===== src/rtl/inter_pkt_delay_pkg.sv =====
// Shared types for inter_pkt_delay: FSM state encoding, gap counter width
// and the position of the per-packet delay field inside tuser.
package inter_pkt_delay_pkg;

  localparam int GAP_CNT_W    = 32;
  localparam int TUSER_DLY_LO = 32;
  localparam int TUSER_DLY_HI = 63;

  typedef enum logic [1:0] {
    IDLE = 2'd0,
    PASS = 2'd1,
    GAP  = 2'd2
  } ipd_state_t;

endpackage


===== src/rtl/inter_pkt_delay_if.sv =====
// AXI-Stream style packet bus used on both sides of inter_pkt_delay.
interface inter_pkt_delay_if #(
  parameter int DATA_WIDTH  = 256,
  parameter int TUSER_WIDTH = 128
);

  logic [DATA_WIDTH-1:0]   tdata;
  logic [DATA_WIDTH/8-1:0] tstrb;
  logic [TUSER_WIDTH-1:0]  tuser;
  logic                    tvalid;
  logic                    tready;
  logic                    tlast;

  modport master (output tdata, tstrb, tuser, tvalid, tlast, input tready);
  modport slave  (input tdata, tstrb, tuser, tvalid, tlast, output tready);

endinterface


===== src/rtl/ipd_gap_counter.sv =====
// Loadable down-counter timing one inter-packet gap; done flags the final gap cycle.
module ipd_gap_counter
  import inter_pkt_delay_pkg::*;
(
  input  logic                 clk,
  input  logic                 rst,
  input  logic                 load,
  input  logic [GAP_CNT_W-1:0] load_val,
  input  logic                 dec,
  output logic                 done
);

  logic [GAP_CNT_W-1:0] cnt;

  always_ff @(posedge clk) begin
    if (rst) begin
      cnt <= '0;
    end else if (load) begin
      cnt <= load_val;
    end else if (dec && (cnt != '0)) begin
      cnt <= cnt - 1'b1;
    end
  end

  assign done = (cnt == GAP_CNT_W'(1));

endmodule


===== src/rtl/inter_pkt_delay.sv =====
// Zero-latency stream pass-through that holds off the next packet for a programmable gap.
// Optional macro INTER_PKT_DELAY_TUSER_EN: per-packet delay taken from the first beat's tuser.
//
//   state | meaning
//   IDLE  | between packets, next accepted beat starts a packet
//   PASS  | mid-packet, beats flow straight through
//   GAP   | holding off upstream until the gap counter expires
module inter_pkt_delay
  import inter_pkt_delay_pkg::*;
#(
  parameter int C_M_AXIS_DATA_WIDTH  = 256,
  parameter int C_S_AXIS_DATA_WIDTH  = 256,
  parameter int C_M_AXIS_TUSER_WIDTH = 128,
  parameter int C_S_AXIS_TUSER_WIDTH = 128,
  parameter int C_S_AXI_DATA_WIDTH   = 32
) (
  input  logic                          axi_aclk,
  input  logic                          axi_reset,
  inter_pkt_delay_if.slave              s_axis,
  inter_pkt_delay_if.master             m_axis,
  input  logic                          sw_rst,
  input  logic                          ipd_en,
  input  logic [C_S_AXI_DATA_WIDTH-1:0] ipd_cycles,
  output logic [31:0]                   pkt_count
);

  ipd_state_t           state, state_nxt;
  logic                 rst_any;
  logic                 in_gap;
  logic                 s_hs;
  logic                 last_hs;
  logic                 gap_armed;
  logic                 gap_load;
  logic                 gap_done;
  logic [GAP_CNT_W-1:0] dly_sel;

  assign rst_any = axi_reset | sw_rst;
  assign in_gap  = (state == GAP);

  assign m_axis.tdata[C_M_AXIS_DATA_WIDTH-1:0]   = s_axis.tdata[C_S_AXIS_DATA_WIDTH-1:0];
  assign m_axis.tstrb[C_M_AXIS_DATA_WIDTH/8-1:0] = s_axis.tstrb[C_S_AXIS_DATA_WIDTH/8-1:0];
  assign m_axis.tuser[C_M_AXIS_TUSER_WIDTH-1:0]  = s_axis.tuser[C_S_AXIS_TUSER_WIDTH-1:0];
  assign m_axis.tlast  = s_axis.tlast;
  assign m_axis.tvalid = s_axis.tvalid & ~in_gap;
  assign s_axis.tready = m_axis.tready & ~in_gap;

  assign s_hs    = s_axis.tvalid & s_axis.tready;
  assign last_hs = s_hs & s_axis.tlast;

`ifdef INTER_PKT_DELAY_TUSER_EN
  logic [GAP_CNT_W-1:0] first_dly;
  logic [GAP_CNT_W-1:0] first_dly_q;

  always_ff @(posedge axi_aclk) begin
    if (rst_any) begin
      first_dly_q <= '0;
    end else if (s_hs && (state == IDLE)) begin
      first_dly_q <= s_axis.tuser[TUSER_DLY_HI:TUSER_DLY_LO];
    end
  end

  // A single-beat packet is its own first beat, so use the live field in IDLE.
  assign first_dly = (state == IDLE) ? s_axis.tuser[TUSER_DLY_HI:TUSER_DLY_LO] : first_dly_q;
  assign dly_sel   = (first_dly != '0) ? first_dly : GAP_CNT_W'(ipd_cycles);
`else
  assign dly_sel = GAP_CNT_W'(ipd_cycles);
`endif

  assign gap_armed = ipd_en & (dly_sel != '0);

  always_ff @(posedge axi_aclk) begin
    if (rst_any) begin
      state <= IDLE;
    end else begin
      state <= state_nxt;
    end
  end

  always_comb begin
    state_nxt = state;
    gap_load  = 1'b0;
    unique case (state)
      IDLE: begin
        if (s_hs) begin
          if (!s_axis.tlast) begin
            state_nxt = PASS;
          end else if (gap_armed) begin
            state_nxt = GAP;
            gap_load  = 1'b1;
          end
        end
      end
      PASS: begin
        if (last_hs) begin
          if (gap_armed) begin
            state_nxt = GAP;
            gap_load  = 1'b1;
          end else begin
            state_nxt = IDLE;
          end
        end
      end
      GAP: begin
        if (!ipd_en || gap_done) begin
          state_nxt = IDLE;
        end
      end
      default: state_nxt = IDLE;
    endcase
  end

  ipd_gap_counter u_gap_counter (
    .clk      (axi_aclk),
    .rst      (rst_any),
    .load     (gap_load),
    .load_val (dly_sel),
    .dec      (in_gap),
    .done     (gap_done)
  );

  always_ff @(posedge axi_aclk) begin
    if (rst_any) begin
      pkt_count <= '0;
    end else if (last_hs) begin
      pkt_count <= pkt_count + 32'd1;
    end
  end

endmodule


===== src/flat_wrapper.sv =====
// flat-port wrapper written by rule: the top's interface ports become plain ports
module inter_pkt_delay_flat import inter_pkt_delay_pkg::*;
#(
  parameter int C_M_AXIS_DATA_WIDTH  = 256,
  parameter int C_S_AXIS_DATA_WIDTH  = 256,
  parameter int C_M_AXIS_TUSER_WIDTH = 128,
  parameter int C_S_AXIS_TUSER_WIDTH = 128,
  parameter int C_S_AXI_DATA_WIDTH   = 32
)
  (axi_aclk, axi_reset, sw_rst, ipd_en, ipd_cycles, pkt_count, s_axis_tdata, s_axis_tstrb, s_axis_tuser, s_axis_tvalid, s_axis_tlast, s_axis_tready, m_axis_tdata, m_axis_tstrb, m_axis_tuser, m_axis_tvalid, m_axis_tlast, m_axis_tready);
  inter_pkt_delay_if #(.DATA_WIDTH((256)), .TUSER_WIDTH((128))) s_axis_i ();
  inter_pkt_delay_if #(.DATA_WIDTH((256)), .TUSER_WIDTH((128))) m_axis_i ();
  input  logic axi_aclk;
  input  logic axi_reset;
  input  logic sw_rst;
  input  logic ipd_en;
  input  logic [C_S_AXI_DATA_WIDTH-1:0] ipd_cycles;
  output logic [31:0] pkt_count;
  input wire logic [$bits(s_axis_i.tdata)-1:0] s_axis_tdata;
  input wire logic [$bits(s_axis_i.tstrb)-1:0] s_axis_tstrb;
  input wire logic [$bits(s_axis_i.tuser)-1:0] s_axis_tuser;
  input wire logic [$bits(s_axis_i.tvalid)-1:0] s_axis_tvalid;
  input wire logic [$bits(s_axis_i.tlast)-1:0] s_axis_tlast;
  output wire logic [$bits(s_axis_i.tready)-1:0] s_axis_tready;
  output wire logic [$bits(m_axis_i.tdata)-1:0] m_axis_tdata;
  output wire logic [$bits(m_axis_i.tstrb)-1:0] m_axis_tstrb;
  output wire logic [$bits(m_axis_i.tuser)-1:0] m_axis_tuser;
  output wire logic [$bits(m_axis_i.tvalid)-1:0] m_axis_tvalid;
  output wire logic [$bits(m_axis_i.tlast)-1:0] m_axis_tlast;
  input wire logic [$bits(m_axis_i.tready)-1:0] m_axis_tready;
  assign s_axis_i.tdata = s_axis_tdata;
  assign s_axis_i.tstrb = s_axis_tstrb;
  assign s_axis_i.tuser = s_axis_tuser;
  assign s_axis_i.tvalid = s_axis_tvalid;
  assign s_axis_i.tlast = s_axis_tlast;
  assign s_axis_tready = s_axis_i.tready;
  assign m_axis_tdata = m_axis_i.tdata;
  assign m_axis_tstrb = m_axis_i.tstrb;
  assign m_axis_tuser = m_axis_i.tuser;
  assign m_axis_tvalid = m_axis_i.tvalid;
  assign m_axis_tlast = m_axis_i.tlast;
  assign m_axis_i.tready = m_axis_tready;
  inter_pkt_delay #(.C_M_AXIS_DATA_WIDTH(C_M_AXIS_DATA_WIDTH), .C_S_AXIS_DATA_WIDTH(C_S_AXIS_DATA_WIDTH), .C_M_AXIS_TUSER_WIDTH(C_M_AXIS_TUSER_WIDTH), .C_S_AXIS_TUSER_WIDTH(C_S_AXIS_TUSER_WIDTH), .C_S_AXI_DATA_WIDTH(C_S_AXI_DATA_WIDTH)) u_core (.axi_aclk(axi_aclk), .axi_reset(axi_reset), .s_axis(s_axis_i), .m_axis(m_axis_i), .sw_rst(sw_rst), .ipd_en(ipd_en), .ipd_cycles(ipd_cycles), .pkt_count(pkt_count));
endmodule

===== config.mk =====
export PLATFORM = sky130hd
export DESIGN_NAME = inter_pkt_delay_flat
export DESIGN_NICKNAME = d
export VERILOG_FILES = /design/src/rtl/inter_pkt_delay_pkg.sv /design/src/rtl/inter_pkt_delay_if.sv /design/src/rtl/ipd_gap_counter.sv /design/src/rtl/inter_pkt_delay.sv /design/src/flat_wrapper.sv
export SDC_FILE = /design/constraint.sdc
export NUM_CORES = 1
export LEC_CHECK = 0
export ABC_AREA = 1
export ABC_CLOCK_PERIOD_IN_PS = 3900
export CORE_AREA = 5 5 354 356
export CTS_CLUSTER_SIZE = 20
export DETAILED_ROUTE_END_ITERATION = 10
export DIE_AREA = 0 0 359 361
export SYNTH_ARGS = -nofsm -noshare
export SYNTH_HDL_FRONTEND = slang
export SYNTH_SLANG_ARGS = --single-unit

===== constraint.sdc =====
create_clock -name axi_aclk -period 3.9 [get_ports axi_aclk]
set_input_delay 0.78 -clock axi_aclk [delete_from_list [all_inputs] [get_ports axi_aclk]]
set_output_delay 0.78 -clock axi_aclk [all_outputs]
set_load 0.02 [all_outputs]

==> key figures, run 1 <==
Synthesis
  • Syn Area/Cell: 6.29 um2
  • Yosys top cell area share: 0.402
  • YS warnings: 0
  • Netlist Area Pre-Place: ~7800 um2
  • Yosys reg bits: 66
  • Synth area leader: buf_4
  • Gate Count Post-Synth: 1238
  • Seq/Total Area, Yosys: 0.170
  • Synth cell types: 33
  • Largest family of logic cells by synthesized area: buffers and inverters
  • Area contributors post-synth: buf_4, dfxtp_1, nand2_1
  • Fraction of the mapped netlist area in compound gates: 0.0399
  • Synth Area in Adders: 0.00643
  • Simple-Gate Fraction of Synth Area: 0.307
  • Mapped Nets: roughly 1.7k
  • Synth Area in XOR/XNOR: 0.0180
  • Mux share of post-synthesis cell area: 0

Finish
  • Final Util: 0.0631
  • Finished Layout Cells: 2525
  • Final instance area: 7660 um2
  • Share of cells above drive strength 1: 0.0424
  • Reg area: 1320 um2
  • Nets: 1352
  • Most common cell after layout, fill and taps aside: nand2_1
  • Commonest non-fill, non-tap cells in the layout: nand2_1, nor2_1, inv_1, clkdlybuf4s50_1, dfxtp_1
  • Fill count: 14.5k
  • Multi-input combinational cell area: 2890 um2
  • Area Overhead vs Synth: -1.54%

Min path
  • WHS Endpoint: u_core.u_gap_counter.cnt[0]
  • HP Class: flop to flop
  • Critical hold path startpoint: u_core.u_gap_counter.cnt[0]
  • Hold Path Stages: 2

Global route
  • Met1 usage: 0.0616
  • Vias in the first global route: 5807
  • Grt total ovfl: 0
  • Met3 Use GR: 0.129
  • Initial antenna violation count: 10
  • All-Layer GR Usage: 0.0904
  • GR Layer Usage met2: 0.138
  • Largest net degree at the start of global routing: 41
  • GRT Max-Usage Layer: met2
  • First-pass GRT wire length: approximately 74000 um

Timing
  • Setup ws final: about 1.1 ns
  • Tmin final: 2.85 ns
  • Achievable frequency: 351 MHz
  • Final Skew: ~0.011 ns
  • Max-slew headroom: 0.488
  • Worst slew pin tran: 0.766 ns
  • Hold Vio Cnt, Final: 0
  • RSZ-0062 raised after global routing: false
  • Fin crit share: 0.731
  • Setup TNS: 0 ns
  • Endpoints failing setup: 0
  • Final Max Tran Viols: 0

Critical path
  • CP Launch Type: flop
  • Worst r2r path cells: 10
  • Cell family with most CP delay: buffers and inverters
  • Slowest stage delay, CP: 0.64 ns
  • Critical path buffers and inverters: 2
  • Critical Path, Cell by Cell: inv_1, nor2_1, nor2_1, clkdlybuf4s50_1
  • Crit path depth: 4
  • Worst r2r dst: u_core.u_gap_counter.cnt[21]
  • CP Max Fanout: 4
  • Worst reg2reg startpoint: u_core.state[1]
  • CP Data Arrival Time: roughly 2.1 ns
  • Reg2reg setup slack: 1.17 ns
  • WS Path Type: flop to output port
  • Top cell by count, worst path: nor2_1
  • Worst Setup End Kind: output port
  • Slowest CP cell: dfxtp_1
  • Required time worst endpoint: 3.12 ns

Route
  • Via count: 6330
  • Vias per inst: 2.51
  • Post-route DRC: 0
  • Post-detailed-route count of antenna-violating nets: 0
  • Drt wl/cell: 24.3 um
  • Drt pass-1 iters: 5
  • DRT iter0 DRCs: 773
  • WL final: approximately 60000 um

Clock tree
  • Post_cts resized: 0
  • CTS tree: yes
  • Post-CTS setup buffers: 0
  • # H-tree levels: 3
  • Root Buffer: clkbuf_16
  • Count of hold buffers inserted by post-cts repair: 0
  • Clock Sinks: 66
  • Clk buf depth: 2
  • Clock buffer count from CTS: 9
  • Skew-Pair Late Insertion Delay: 0.37 ns
  • Clock transition at path regs: 0.06 ns

Die
  • IO Pins: slightly above 900
  • Die Wd: about 360 um
  • Die footprint: 130000 um2
  • Chip height: 361 um
  • # rows: 128
  • Core area: 121000 um2
  • Starting Density: 0.0641

Run
  • Max Cap Viol: 0

Run status
  • Run status: completed

Power and ir drop
  • PwrDens: roughly 230 nW/um2
  • P_leak: 2.48 nW
  • Worst IR Drop VDD: 0.000220 V

Placed design
  • Post-DP HPWL: approximately 56000 um
  • I/O Buffers: 73
  • Place WS: 0.994 ns
  • Placed Area: between 7000 and 8000 um2
  • Routability cong.: 0.877
  • Inst Count DP: 2507
## worst min-delay path, cell delays in order, from the launching register on
cell and delay (ns):
dfxtp_1 0.32, nand2_1 0.07, a21oi_1 0.05
## report_power, final
| part | total (mW) | leakage, nW | internal [mW] | switching (mW) |
|---|---|---|---|---|
| Clock | 0.806 | 0.134 | 0.442 | 0.364 |
| Combinational | 0.276 | 1.81 | 0.101 | 0.175 |
| Sequential | 0.685 | 0.532 | 0.679 | 0.00577 |
| Total | 1.77 | 2.48 | 1.22 | 0.545 |
## synthesized netlist by cell type
cell / n
a21oi_1: 21
a31oi_1: 1
o21bai_1: 3
nand2_1: 226
nor3_1: 17
ha_1: 4
nor4_1: 1
inv_2: 2
and3_1: 1
nor2_4: 2
o21ai_4: 1
nand3_4: 1
o21ai_0: 28
nor2_2: 2
dfxtp_1: 66
nand2_4: 1
buf_4: 417
clkbuf_1: 13
nor2_1: 222
nand3_2: 1
nand3_1: 40
buf_2: 6
nand4_1: 41
xnor2_1: 3
inv_1: 89
nor3b_1: 1
or2_2: 2
buf_6: 2
xor2_1: 13
o21a_1: 2
o21ai_1: 1
nand2_2: 1
nand3b_1: 7
## logic make-up after synthesis
family          after synthesis
fa+ha+maj                     4
compound gates               57
simple gates                566
flops                        66
buf+inv                     529
xor+xnor                     16
## worst max path at each step
stage | from | end | slack, ns
6_report | u_core.state[1] | m_axis_tvalid | 1.05
5_1_grt | u_core.state[1] | m_axis_tvalid | 0.93
4_1_cts | u_core.state[1] | m_axis_tvalid | 1.01
3_5_place_dp | s_axis_tvalid | u_core.u_gap_counter.cnt[11] | 0.99
3_3_place_gp | s_axis_tvalid | u_core.u_gap_counter.cnt[19] | 1.02
2_1_floorplan | ipd_cycles[23] | u_core.u_gap_counter.cnt[8] | 1.95
## cell type report
type / instances / area share
Antenna cell: 3 / 0.000980
Clock buffer: 10 / 0.0312
Clock inverter: 5 / 0.00408
Inverter: 91 / 0.0446
Multi-Input combinational cell: 643 / 0.377
Sequential cell: 66 / 0.172
Tap cell: 1625 / 0.265
Timing Repair Buffer: 82 / 0.104
## sequential cells by signal, summed over array words and instances, names as in the netlist
register	flops
u_core.pkt_count	32
u_core.state	2
u_core.u_gap_counter.cnt	32
## metal layers
| layer | routed length (um) | vias up |
|---|---|---|
| met5 | 234 | - |
| met4 | 1580 | 8 |
| met3 | 18800 | 115 |
| met2 | 26500 | 801 |
| met1 | 14300 | 2669 |
| li1 | - | 2737 |
## stage by stage
step	total power, mW	hold slack (ns)
CTS	1.80	0.491
global placement	0.972	0.476
global route	1.86	0.537
detailed placement	0.973	0.481
finish	1.77	0.490
floorplan	1.48	0.461
(Power assumes the default switching activity.)
==> run 2: changes to the inputs <==
Settings changed: ABC_CLOCK_PERIOD_IN_PS 3900 to 2420, CORE_AREA 5 5 354 356 to 5 5 345 347, DIE_AREA 0 0 359 361 to 0 0 350 352.
Clock period 3.9 ns to 2.42 ns, I/O delays scaled along.
==> key figures, run 2 (same netlist as run 1, synthesis figures left out) <==
Min path
  • Critical hold path startpoint: u_core.u_gap_counter.cnt[0]
  • HP Class: flop to flop
  • WHS Endpoint: u_core.u_gap_counter.cnt[0]
  • Hold Path Stages: 2 (unchanged)

Clock tree
  • CTS tree: yes
  • # H-tree levels: 3 (unchanged)
  • Clock transition at path regs: 0.05 ns (about the same)
  • Clk buf depth: 2 (unchanged)
  • Skew-Pair Late Insertion Delay: 0.38 ns (about the same)
  • Clock buffer count from CTS: 9 (unchanged)
  • Count of hold buffers inserted by post-cts repair: 0 (unchanged)
  • Clock Sinks: 66 (unchanged)
  • Root Buffer: clkbuf_16

Power and ir drop
  • PwrDens: 376 nW/um2 (+63%)
  • P_leak: 2.67 nW (+7.9%)
  • Overall power: 2.95 mW (+67%)
  • Worst IR Drop VDD: 0.000360 V (+64%)

Finish
  • Final antenna diode count: 0 (-3)
  • Area Overhead vs Synth: 0.739%
  • Nets: 1384 (+2.4%)
  • Final instance area: 7840 um2 (+2.3%)
  • Largest regs: u_core.pkt_count x32, u_core.u_gap_counter.cnt x32, u_core.state x2
  • Commonest non-fill, non-tap cells in the layout: nand2_1, nor2_1, inv_1, clkdlybuf4s50_1, dfxtp_1
  • Most common cell after layout, fill and taps aside: nand2_1
  • Fill count: 13.6k (-6.1%)
  • Share of cells above drive strength 1: 0.0796 (+0.0372)
  • Finished Layout Cells: 2454 (-2.8%)

Timing
  • Max-slew headroom: 0.659 (+0.171)
  • Worst slew pin tran: 0.511 ns (-0.255 ns)
  • Endpoints failing setup: 0 (unchanged)
  • Final Max Tran Viols: 0 (unchanged)
  • Achievable frequency: 431 MHz
  • Hold Vio Cnt, Final: 0 (unchanged)
  • RSZ-0062 raised after global routing: false
  • Fin crit share: 0.959
  • Tmin final: 2.32 ns
  • Final Skew: 0.0147 ns (+0.00395 ns)

Route
  • DRT iter0 DRCs: 558 (-28%)
  • Post-detailed-route count of antenna-violating nets: 0 (unchanged)
  • Vias per inst: 2.63 (+5.1%)
  • Drt wl/cell: 26.8 um (+10%)
  • Via count: 6465 (+2.1%)
  • WL final: 65800 um (+7.2%)
  • Drt pass-1 iters: 5 (unchanged)
  • Post-route DRC: 0 (unchanged)

Global route
  • Grt total ovfl: 0 (unchanged)
  • First-pass GRT wire length: 77800 um (+5.3%)
  • Initial antenna violation count: 5 (-5)
  • Vias in the first global route: 5872 (+1.1%)
  • All-Layer GR Usage: 0.101 (+0.0109)
  • Largest net degree at the start of global routing: 30 (-27%)

Die
  • Chip height: 352 um (-2.5%)
  • IO Pins: 906 (unchanged)
  • # rows: 125 (-2.3%)
  • Starting Density: 0.0673 (+0.00323)
  • Core area: 116000 um2 (-4.8%)
  • Die Wd: 350 um (-2.5%)
  • Die footprint: 123000 um2 (-4.9%)

Critical path
  • Worst r2r dst: u_core.pkt_count[30]
  • CP Launch Type: input port
  • CP Max Fanout: 2 (-2)
  • Top cell by count, worst path: buf_12
  • Slowest CP cell: clkdlybuf4s50_1
  • Worst r2r path cells: 10 (unchanged)
  • Critical Path, Cell by Cell: clkdlybuf4s50_1, buf_12, inv_1, nor2_2, buf_4, buf_12
  • CP Data Arrival Time: 1.84 ns (-0.23 ns)
  • Slowest stage delay, CP: 0.51 ns (-0.13 ns)
  • Reg2reg setup slack: 0.39 ns (-0.78 ns)
  • WS Path Type: input port to output port
  • Worst Setup End Kind: output port
  • Worst reg2reg startpoint: u_core.pkt_count[0]
  • Required time worst endpoint: 1.94 ns (-1.18 ns)

Placed design
  • I/O Buffers: 73 (unchanged)
  • Routability cong.: 0.912 (+4.0%)
  • Post-DP HPWL: 60600 um (+8.8%)
  • Inst Count DP: 2438 (-2.8%)
  • Placed Area: 7550 um2 (+2.3%)

Run status
  • Run status: completed

Run
  • Max Cap Viol: 0 (unchanged)
## run 2: timing repair
| action | CTS | global route |
|---|---|---|
| gates cloned | 0 | 0 |
| setup buffers | 0 | 0 |
| endpoints found under the setup margin | 2 | 3 |
| resized for setup | 2 | 1 |
## run 2: worst max-delay path by stage
stage	from	end	slack, ns	cells past startpoint
3_3_place_gp	s_axis_tlast	u_core.pkt_count[15]	-0.27	9
4_1_cts	s_axis_tvalid	m_axis_tvalid	0.07	6
5_1_grt	m_axis_tready	s_axis_tready	0.08	6
2_1_floorplan	u_core.pkt_count[1]	u_core.pkt_count[20]	0.63	10
6_report	m_axis_tready	s_axis_tready	0.10	6
3_5_place_dp	s_axis_tlast	u_core.pkt_count[15]	-0.30	9
## run 2: power by group
part	switching, mW	internal [mW]
registers	0.00886	1.09
clock network	0.606	0.748
logic	0.302	0.193
total	0.917	2.04
## run 2: per-stage QoR
step                hold WS, ns  setup TNS [ns]  worst slack (ns)    util
floorplan                 0.461               0             0.629       -
global placement          0.480           -3.93            -0.269  0.0654
detailed placement        0.481           -4.29            -0.299  0.0654
CTS                       0.497               0            0.0671  0.0678
global route              0.529               0            0.0824  0.0678
finish                    0.504               0             0.100  0.0678
## run 2: metal layers
| metal | track usage | vias up | share of wire |
|---|---|---|---|
| met4 | 0.0384 | 8 | 0.044 |
| met2 | 0.160 | 820 | 0.44 |
| met1 | 0.0615 | 2710 | 0.20 |
| li1 | - | 2802 | - |
| met3 | 0.143 | 125 | 0.31 |
| met5 | 0.00314 | - | 0.0015 |
## run 2: final cells by class
type	count	area, um2	area share
clock buffer	12	256	0.0327
clock inverter	4	26.3	0.00335
inverter	91	342	0.0436
multi-input combinational	643	2890	0.369
sequential	66	1320	0.169
tap	1524	1910	0.243
timing repair buffer	114	1090	0.140
## run 2: worst max-delay path, delay by kind of cell
family                 cells  cell delay (ns)
AND/OR/NAND/NOR            1             0.33
buffers and inverters      5             1.01
==> run 3: changes to the inputs <==
Settings changed: CORE_AREA 5 5 345 347 to 5 5 346 348, DIE_AREA 0 0 350 352 to 0 0 351 353, SYNTH_HIERARCHICAL set to 1.
==> key figures, run 3 <==
Critical path
  • WS Path Type: input port to output port
  • Cell family with most CP delay: buffers and inverters
  • CP Launch Type: input port
  • Reg2reg setup slack: 0.42 ns (+0.03 ns)
  • CP Max Fanout: 2 (unchanged)
  • Required time worst endpoint: 1.94 ns (about the same)
  • Top cell by count, worst path: buf_4
  • Worst Setup End Kind: output port
  • Slowest CP cell: clkdlybuf4s50_1
  • Critical path buffers and inverters: 5 (unchanged)
  • Critical Path, Cell by Cell: clkdlybuf4s50_1, buf_12, buf_4, inv_1, nor2_1, buf_4
  • CP Data Arrival Time: 1.80 ns (-0.04 ns)
  • Slowest stage delay, CP: 0.51 ns (about the same)

Global route
  • Met1 usage: 0.0731 (+0.0116)
  • Initial antenna violation count: 4 (-1)
  • GR Layer Usage met2: 0.131 (-0.0282)
  • Largest net degree at the start of global routing: 28 (-6.7%)
  • GRT Max-Usage Layer: met2
  • Met3 Use GR: 0.0955 (-0.0473)
  • Grt total ovfl: 0 (unchanged)
  • All-Layer GR Usage: 0.0858 (-0.0155)
  • Vias in the first global route: 6115 (+4.1%)
  • First-pass GRT wire length: 68500 um (-12%)

Die
  • Starting Density: 0.0676 (+0.000228)
  • Core area: 116000 um2 (+0.27%)
  • Die Wd: 351 um (+0.29%)
  • IO Pins: 906 (unchanged)
  • # rows: 125 (unchanged)
  • Die footprint: 124000 um2 (+0.57%)
  • Chip height: 353 um (+0.28%)

Clock tree
  • Skew-Pair Late Insertion Delay: 0.35 ns (-0.03 ns)
  • CTS tree: yes
  • Clock buffer count from CTS: 9 (unchanged)
  • Clock Sinks: 66 (unchanged)
  • Clock transition at path regs: 0.07 ns (+0.02 ns)
  • Root Buffer: clkbuf_16
  • # H-tree levels: 3 (unchanged)
  • Post-CTS setup buffers: 0 (unchanged)
  • Clk buf depth: 2 (unchanged)
  • Count of hold buffers inserted by post-cts repair: 0 (unchanged)

Placed design
  • Post-DP HPWL: 50700 um (-16%)
  • Place WS: -0.681 ns (-0.382 ns)
  • Routability cong.: 0.827 (-9.3%)
  • I/O Buffers: 73 (unchanged)

Synthesis
  • Area contributors post-synth: buf_4, dfxtp_1, nand2_1
  • Netlist Area Pre-Place: 7830 um2 (+0.61%)
  • Post-synth EDFFs: 0 (unchanged)
  • YS warnings: 6 (+6)
  • Ys flop type: dfxtp_1
  • Synth cell types: 37 (+12%)
  • Async set-reset flop share out of synthesis: 0 (unchanged)
  • Yosys top cell area share: 0.401 (-0.00148)
  • Mapped Nets: 1668 (-1.7%)
  • Seq/Total Area, Yosys: 0.169 (-0.00103)
  • Syn Area/Cell: 6.47 um2 (+2.9%)
  • Gate Count Post-Synth: 1210 (-2.3%)
  • Synth cell count leaders: buf_4, nand2_1, nor2_1
  • Most common cell in the netlist: buf_4
  • Synth area leader: buf_4
  • Yosys reg bits: 66 (unchanged)

Finish
  • Most common cell after layout, fill and taps aside: nand2_1
  • Share of cells above drive strength 1: 0.163 (+0.0835)
  • Nets: 1379 (-0.36%)
  • Area Overhead vs Synth: 3.72%
  • Final Util: 0.0701 (+0.00225)
  • Commonest non-fill, non-tap cells in the layout: nand2_1, nor2_1, inv_1, buf_4, dfxtp_1
  • Largest regs: u_core/pkt_count x32, u_core/u_gap_counter/cnt x32, u_core/state x2

Run
  • Max Cap Viol: 0 (unchanged)

Timing
  • Endpoints failing setup: 0 (unchanged)
  • Final Max Tran Viols: 0 (unchanged)
  • Max-slew headroom: 0.625 (-0.0337)
  • Final Skew: 0.0141 ns (-0.000660 ns)
  • Tmin final: 2.29 ns (-0.0321 ns)
  • RSZ-0062 raised after global routing: false
  • Hold Vio Cnt, Final: 0 (unchanged)
  • Worst slew pin tran: 0.560 ns (+0.0497 ns)
  • Fin crit share: 0.945 (-0.0132)
  • Achievable frequency: 437 MHz (+1.4%)
  • Setup ws final: 0.132 ns (+0.0321 ns)

Power and ir drop
  • PwrDens: 398 nW/um2 (+5.6%)
  • P_leak: 2.83 nW (+5.7%)
  • Worst IR Drop VDD: 0.000416 V (+15%)

Route
  • Drt wl/cell: 22.8 um (-15%)
  • Via count: 6161 (-4.7%)
  • WL final: 55800 um (-15%)
  • Post-detailed-route count of antenna-violating nets: 0 (unchanged)
  • DRT iter0 DRCs: 322 (-42%)
  • Vias per inst: 2.51 (-4.6%)
  • Drt pass-1 iters: 4 (-1)
  • Post-route DRC: 0 (unchanged)

Run status
  • Run status: completed

Min path
  • HP Class: flop to flop
run 3: cell type report:
cell class | instances | area, um2
inverters | 75 | 288
diodes | 2 | 5.00
fillers | 13667 | 108000
repair buffers | 135 | 1240
well taps | 1524 | 1910
multi-input cells | 634 | 3040
clock inverters | 6 | 91.3
flip-flops and latches | 66 | 1320
clock buffers | 10 | 229
run 3: cells by family after synthesis:
family	share of synthesized area
AO/OA/AOI/OAI	0.0511
XOR/XNOR	0.0190
adder cells (fa/ha/maj)	0.00479
buffers and inverters	0.446
flip-flops	0.169
AND/OR/NAND/NOR	0.310
run 3: repair_timing:
action	CTS	global route
resized for setup	3	16
pin swaps	1	5
cloned	0	0
endpoints found under the setup margin	32	32
run 3: worst paths after layout:
kind	from	endpoint	cells after the start
worst max register to register	u_core/u_gap_counter/cnt[0]	u_core/u_gap_counter/cnt[23]	12
worst min-delay path	u_core/pkt_count[20]	u_core/pkt_count[20]	2
worst min register to register	u_core/pkt_count[20]	u_core/pkt_count[20]	2
worst max-delay path	m_axis_tready	s_axis_tready	6
run 3: where the power goes:
group / switching [mW] / internal, mW
clock network: 0.613 / 0.907
logic: 0.360 / 0.244
registers: 0.0113 / 1.09
run 3: through the flow:
| step | area, um2 | power [mW] | cells | hold slack [ns] | setup TNS, ns |
|---|---|---|---|---|---|
| 2_1_floorplan | 7830 | 2.45 | 1210 | 0.478 | 0 |
| 3_3_place_gp | 7750 | 1.74 | 2434 | 0.480 | -19.72 |
| 3_5_place_dp | 7750 | 1.74 | 2434 | 0.488 | -20.67 |
| 4_1_cts | 8080 | 3.32 | 2450 | 0.505 | 0 |
| 5_1_grt | 8120 | 3.40 | 2450 | 0.533 | 0 |
| 6_report | 8120 | 3.23 | 2452 | 0.502 | 0 |
run 3: tightest hold or removal path, delay by kind of cell (launching register included):
| family | cells | cell delay, ns |
|---|---|---|
| flops | 1 | 0.34 |
| compound gates | 1 | 0.05 |
| buf+inv | 1 | 0.06 |
run 3: routing by layer:
layer,up-vias,wire (um)
met1,2658,16400
met4,6,1730
met5,-,35
met2,621,23900
met3,127,13800
li1,2749,-
